## src/rtl/exe_unit_sched.sv

```systemverilog
// exe_unit_sched: round-robin scheduler for two requesters sharing the SPI execution datapath.
// Accepts one request at a time, holds it on the datapath for EXE_LAT cycles, then returns the result.
module exe_unit_sched #(
   parameter int m       = 4,
   parameter int NUM_OPS = 5,
   parameter int EXE_LAT = 1
) (
   input  logic         i_clk,
   input  logic         i_rst_n,
   input  logic         i_req0_valid,
   output logic         o_req0_ready,
   input  logic [2:0]   i_req0_op,
   input  logic [m-1:0] i_req0_argA,
   input  logic [m-1:0] i_req0_argB,
   input  logic         i_req1_valid,
   output logic         o_req1_ready,
   input  logic [2:0]   i_req1_op,
   input  logic [m-1:0] i_req1_argA,
   input  logic [m-1:0] i_req1_argB,
   output logic         o_exe_start,
   output logic [2:0]   o_exe_op,
   output logic [m-1:0] o_exe_argA,
   output logic [m-1:0] o_exe_argB,
   input  logic [m-1:0] i_exe_result,
   output logic         o_rsp_valid,
   input  logic         i_rsp_ready,
   output logic         o_rsp_id,
   output logic [m-1:0] o_rsp_result,
   output logic         o_rsp_err,
   output logic         o_busy
);
   localparam int CW = (EXE_LAT > 1) ? $clog2(EXE_LAT) : 1;
   typedef enum logic [1:0] {IDLE, ISSUE, RESP} state_t;
   state_t state_q, state_d;
   logic last_q, last_d, id_q, id_d, err_q, err_d;
   logic [CW-1:0] cnt_q, cnt_d;
   logic [2:0] op_q, op_d;
   logic [m-1:0] a_q, a_d, b_q, b_d, res_q, res_d;
   logic gnt0, gnt1, idle, issue, lat_done;
   logic [2:0] acc_op;
   always_comb begin
      idle     = state_q == IDLE;
      issue    = state_q == ISSUE;
      // on a tie the requester that did not win last time gets the grant
      gnt1     = i_req1_valid && (!i_req0_valid || !last_q);
      gnt0     = i_req0_valid && !gnt1;
      acc_op   = gnt1 ? i_req1_op : i_req0_op;
      lat_done = cnt_q == CW'(EXE_LAT - 1);
      state_d  = state_q;
      last_d   = last_q;
      id_d     = id_q;
      err_d    = err_q;
      cnt_d    = cnt_q;
      op_d     = op_q;
      a_d      = a_q;
      b_d      = b_q;
      res_d    = res_q;
      case (state_q)
         IDLE: if (gnt0 || gnt1) begin
            id_d   = gnt1;
            last_d = gnt1;
            op_d   = acc_op;
            a_d    = gnt1 ? i_req1_argA : i_req0_argA;
            b_d    = gnt1 ? i_req1_argB : i_req0_argB;
            cnt_d  = '0;
            if (32'(acc_op) < NUM_OPS) state_d = ISSUE;
            else begin
               state_d = RESP;
               err_d   = 1'b1;
               res_d   = '0;
            end
         end
         ISSUE: if (lat_done) begin
            state_d = RESP;
            res_d   = i_exe_result;
            err_d   = 1'b0;
         end else cnt_d = cnt_q + 1'b1;
         RESP: state_d = i_rsp_ready ? IDLE : RESP;
         default: state_d = IDLE;
      endcase
   end
   always_ff @(posedge i_clk or negedge i_rst_n) begin
      if (!i_rst_n) begin
         state_q <= IDLE;
         last_q  <= 1'b1;
         id_q    <= 1'b0;
         err_q   <= 1'b0;
         cnt_q   <= '0;
         op_q    <= '0;
         a_q     <= '0;
         b_q     <= '0;
         res_q   <= '0;
      end else begin
         state_q <= state_d;
         last_q  <= last_d;
         id_q    <= id_d;
         err_q   <= err_d;
         cnt_q   <= cnt_d;
         op_q    <= op_d;
         a_q     <= a_d;
         b_q     <= b_d;
         res_q   <= res_d;
      end
   end
   assign o_req0_ready = i_rst_n && idle && gnt0;
   assign o_req1_ready = i_rst_n && idle && gnt1;
   assign o_exe_start  = issue && cnt_q == '0;
   assign o_exe_op     = issue ? op_q : '0;
   assign o_exe_argA   = issue ? a_q : '0;
   assign o_exe_argB   = issue ? b_q : '0;
   assign o_rsp_valid  = state_q == RESP;
   assign o_rsp_id     = id_q;
   assign o_rsp_result = res_q;
   assign o_rsp_err    = err_q;
   assign o_busy       = !idle;
endmodule

```

## config.mk

```make
export PLATFORM = sky130hd
export DESIGN_NAME = exe_unit_sched
export DESIGN_NICKNAME = d
export VERILOG_FILES = /design/src/rtl/exe_unit_sched.sv
export SDC_FILE = /design/constraint.sdc
export NUM_CORES = 1
export LEC_CHECK = 0
export ABC_AREA = 1
export CAP_MARGIN = 10
export CORE_UTILIZATION = 42
export DETAILED_ROUTE_END_ITERATION = 7
export GPL_ROUTABILITY_DRIVEN = 0
export PLACE_DENSITY = 0.88
export SYNTH_ARGS = -nofsm -noshare
export SYNTH_HDL_FRONTEND = slang
export SYNTH_SLANG_ARGS = --single-unit
```

## constraint.sdc

```tcl
create_clock -name i_clk -period 3.68 [get_ports i_clk]
set_input_delay 0.736 -clock i_clk [delete_from_list [all_inputs] [get_ports i_clk]]
set_output_delay 0.736 -clock i_clk [all_outputs]
set_load 0.02 [all_outputs]
```

Yosys cells after proc, flatten, opt, wreduce, memory -nomap -nowiden
Cells that the tools add are included.
- bits of input ports: 31
- logic and storage cells: 57
- output and inout port bits: 22
- register bits: 21
- muxes and demuxes: 22
- equality and inequality tests: 5
- magnitude comparators: 1
- add/sub/neg operators: 1
- bitwise gates (word level): 1
- reduce and logical (&&, ||, !) cells: 18
- operators with widths (kind ; number):
    $mux 4 ; 7
    $mux 2 ; 4
    $pmux 4 s2 ; 1
    $logic_and 1x1->1 ; 6
    $mux 3 ; 2
    $pmux 2 s3 ; 1
    $reduce_and 2->1 ; 3
    $mux 1 ; 5
    $logic_not 1->1 ; 4
    $ne 2x2->1 const B ; 2
    $pmux 1 s2 ; 2
    $reduce_and 4->1 ; 1
    $lt 3x3->1 const B ; 1
    $eq 2x1->1 const B ; 1
    $eq 2x2->1 const B ; 1
    $logic_not 2->1 ; 1
    $logic_or 1x1->1 ; 2
    $ne 2x1->1 const B ; 1
    $reduce_bool 2->1 ; 1
    $add 1x1->1 const B ; 1
    $not 1->1 ; 1

Longest topological paths before layout
- depth after elaboration: 8
- depth in mapped cells: 11
- depth with buffers taken out: 10

Least setup slack after synthesis
OpenSTA, ideal clock, no wires.
- path kind: input to output
- from: input port i_req0_valid
- to: output port o_req0_ready
- path slack: 1254 ps
- stages: 5
- arrival time: 1690 ps
- required time: 2944 ps
- path buffers: 1
- cell sequence: nand2_2 nand2_2 inv_1 buf_2 nor4_1
- longest elaborated chain between the ends: 6
- ends and longest elaborated chain (element ; RTL line ; source):
    start: declaration ; 10 ; input logic i_req0_valid,
    $logic_not 1->1 ; 45 ; gnt1 = i_req1_valid && (!i_req0_valid || !last_q);
    $logic_or 1x1->1 ; 45 ;
    $logic_and 1x1->1 ; 45 ;
    $logic_not 1->1 ; 46 ; gnt0 = i_req0_valid && !gnt1;
    $logic_and 1x1->1 * ; 46 ;
    $logic_and 1x1->1 * ; 105 ; assign o_req0_ready = i_rst_n && idle && gnt0;
    end: declaration ; 11 ; output logic o_req0_ready,
Mark *: on every way between the ends. The rest lies on a longest branch, timed or not.

Worst setup path after layout
Ends and elaborated chain as after synthesis.

==> summary.txt <==
Met2 Track Usage GR: 42.0%
# fillers: 195
# diodes: 0
Syn Nets: 166
Critical path origin: i_req0_valid
Tmin final: 3.16 ns
Kind of critical path: in -> out
Nets: 221
CP Launch Type: primary input
Hold buffer count at CTS: 0
Worst rel slew slack: 51.0%
Clock slew at reported path FFs: 0.11 ns
Critical Path Fanout Max: 4
Synthesized area: 1030 um2
Mean post-synth cell area: 7.66 um2
DRC: 0
Busiest grt layer: met2
Chip height: 51.6 um
Routed wire per std cell: 12.5 um
Via count: 1056
Initial antenna violation count: 0
Pwr per Cell Area: 707 nW/um2
Total core area: 2280 um2
Crit path required time: 2.94 ns
CTS H-tree depth: 1
RSZ-0062 raised after global routing: false
Critical path depth: 6
Primary FF master, synth: dfrtp_1
Hpwl dp: 2.10 mm
Largest net degree at the start of global routing: 24
Die width: 51.6 um
Worst path slowest cell: clkdlybuf4s50_1
Reg2Reg Depth: 5
# rows: 17
Setup Viol. Count Final: 0
Cells along the critical path: clkdlybuf4s50_1, nand2_2, nand2_2, inv_1, nor4_1, clkdlybuf4s50_1
FF+latch count, synth: 20
Post-synthesis sequential area ratio: 48.5%
CTS max path bufs: 2
Initial Util: 45.5%
IO Port Bufs: 52
CTS tree: done
Crit path max-delay family: buffers and inverters
Post-Synthesis Cells: 135
Worst Setup EP: o_req0_ready
Leak: 0.777 nW
Synthesis Warnings: 0
Hold slack: 0.488 ns
Root Driver: clkbuf_4
Total grt overflow: 0
Reg2reg end: b_q[1]$_DFFE_PN0P_
TritonCTS sink count: 20
CP Capture Type: output pin
Final Cycle Share: 86.0%
CTS resizes: 0
R2r setup slk: 2.01 ns
EDFF count, synth: 0
Setup WS pre-CTS: 0.491 ns
Slew @ Worst Pin: 0.734 ns
Netlist cell types: 19
Antenna Nets Post-Route: 0
Max-cap violation count: 0
Worst path max stage delay: 0.68 ns
Worst EP arrival: 2.43 ns
Fraction of layout cells with a size suffix above 1: 11.1%
DR vias/cell: 4.87
VDD IR max: 585 uV
Die area: 2670 um2
Total GRT Usage: 22.9%
Achievable Freq: 0.316 GHz
First-pass GRT wire length: 4.52 mm
DRT Wirelength: 2.72 mm
CTS Buf Count: 3
HP Class: reg -> reg
Io pins: 53
Setup ws final: 0.516 ns
Critical R2R Launch: state_q[1]$_DFFE_PN0P_
Hold Violations, Final: 0
Power Total: 1.14 mW
Total Neg Setup Slack: 0 ns
Final Skew: 0.00747 ns
Routing usage on met3: 5.56%
Outcome: finished clean
Hold Startpoint: o_rsp_result[0]$_DFFE_PN0P_
Met1 usage: 25.9%
Clk_lat worst skew: 0.30 ns
Synth async-reset ratio: 100%
Slew Limit Fails: 0
Vias in the first global route: 1048
Post-CTS Setup Inserts: 0
First-pass DRT Iterations: 4
WP buf/inv: 3
Initial DRC Count: 15
Area grow syn2layout: 56.3%
-- power by group --
part / total [mW] / internal (mW) / leakage, nW / switching, mW
combinational: 0.641 / 0.269 / 0.512 / 0.372
clock: 0.126 / 0.0603 / 0.0210 / 0.0653
sequential: 0.377 / 0.330 / 0.244 / 0.0472
total: 1.14 / 0.659 / 0.777 / 0.485
-- registers in the layout, indices dropped and copies added, names as in the netlist --
register,count
last_q,1
a_q,4
o_rsp_err,1
b_q,4
op_q,3
state_q,2
o_rsp_id,1
o_rsp_result,4
-- worst min-delay path by stage --
stage | to | slack (ns) | cells past startpoint
after floorplan | a_q[0]$_DFFE_PN0P_ | 0.44 | 0
after global placement | o_rsp_result[1]$_DFFE_PN0P_ | 0.45 | 2
after detailed placement | o_rsp_err$_DFFE_PN0P_ | 0.46 | 2
after CTS | o_rsp_err$_DFFE_PN0P_ | 0.49 | 2
after global routing | o_rsp_err$_DFFE_PN0P_ | 0.53 | 2
final | o_rsp_result[0]$_DFFE_PN0P_ | 0.49 | 2
-- metal layers --
layer  share of wire (%)  wire length (um)
met5                   0                 0
met4                0.81                22
met3                 6.5               177
met2                  53              1440
met1                  40              1080
-- tightest hold or removal path, delay by kind of cell (launching register included) --
family / cells / cell delay [ns]
flip-flops: 1 / 0.36
AND/OR/NAND/NOR: 2 / 0.10
-- per-stage QoR --
step	utilization (%)	cell area (um2)	cells
floorplan	-	1030	135
global placement	69.5	1580	213
detailed placement	69.5	1580	213
CTS	71.1	1620	217
global route	71.1	1620	217
finish	71.1	1620	217
-- synth_stat cells, types with 2 or more instances --
library cell	instances	share of area (%)
nor2_1	27	9.8
nand2_1	25	9.1
dfrtp_1	19	46
inv_1	19	6.9
o22ai_1	8	4.8
nand2_2	7	4.2
o21ai_0	7	3.4
buf_2	4	1.9
o21ai_1	4	1.9
nand2_4	3	3.3
a21oi_1	2	0.97
inv_2	2	0.73
nor3_1	2	0.97
-- layout by cell type (no fill, tap or decap), types with 3 or more instances in the layout --
cell             Yosys  final
clkdlybuf4s50_1      0     52
o21ai_0              7      7
nand2_4              3      3
o21ai_1              4      4
nand2_2              7      7
nand2_1             25     25
inv_1               19     19
clkbuf_4             0      3
buf_4                0      3
nor2_1              27     27
o22ai_1              8      8
dfrtp_1             19     19
-- layout make-up --
cell class	instances	area, um2	share of cell area, %
Tap cell	28	35.0	2.17
Multi-Input combinational cell	89	423	26.1
Sequential cell	20	502	31.0
Clock buffer	4	36.3	2.24
Inverter	21	78.8	4.87
Timing Repair Buffer	55	543	33.6
-- cells by family (layout without fill, tap and decap cells) --
group / count (synthesis) / after routing / synth area share, %
and+or+nand+nor: 68 / 68 / 29.7
AOI/OAI and AO/OA: 21 / 21 / 11.1
DFF: 20 / 20 / 48.5
buffers and inverters: 26 / 80 / 10.6
Power figures use the tool's default switching activity.
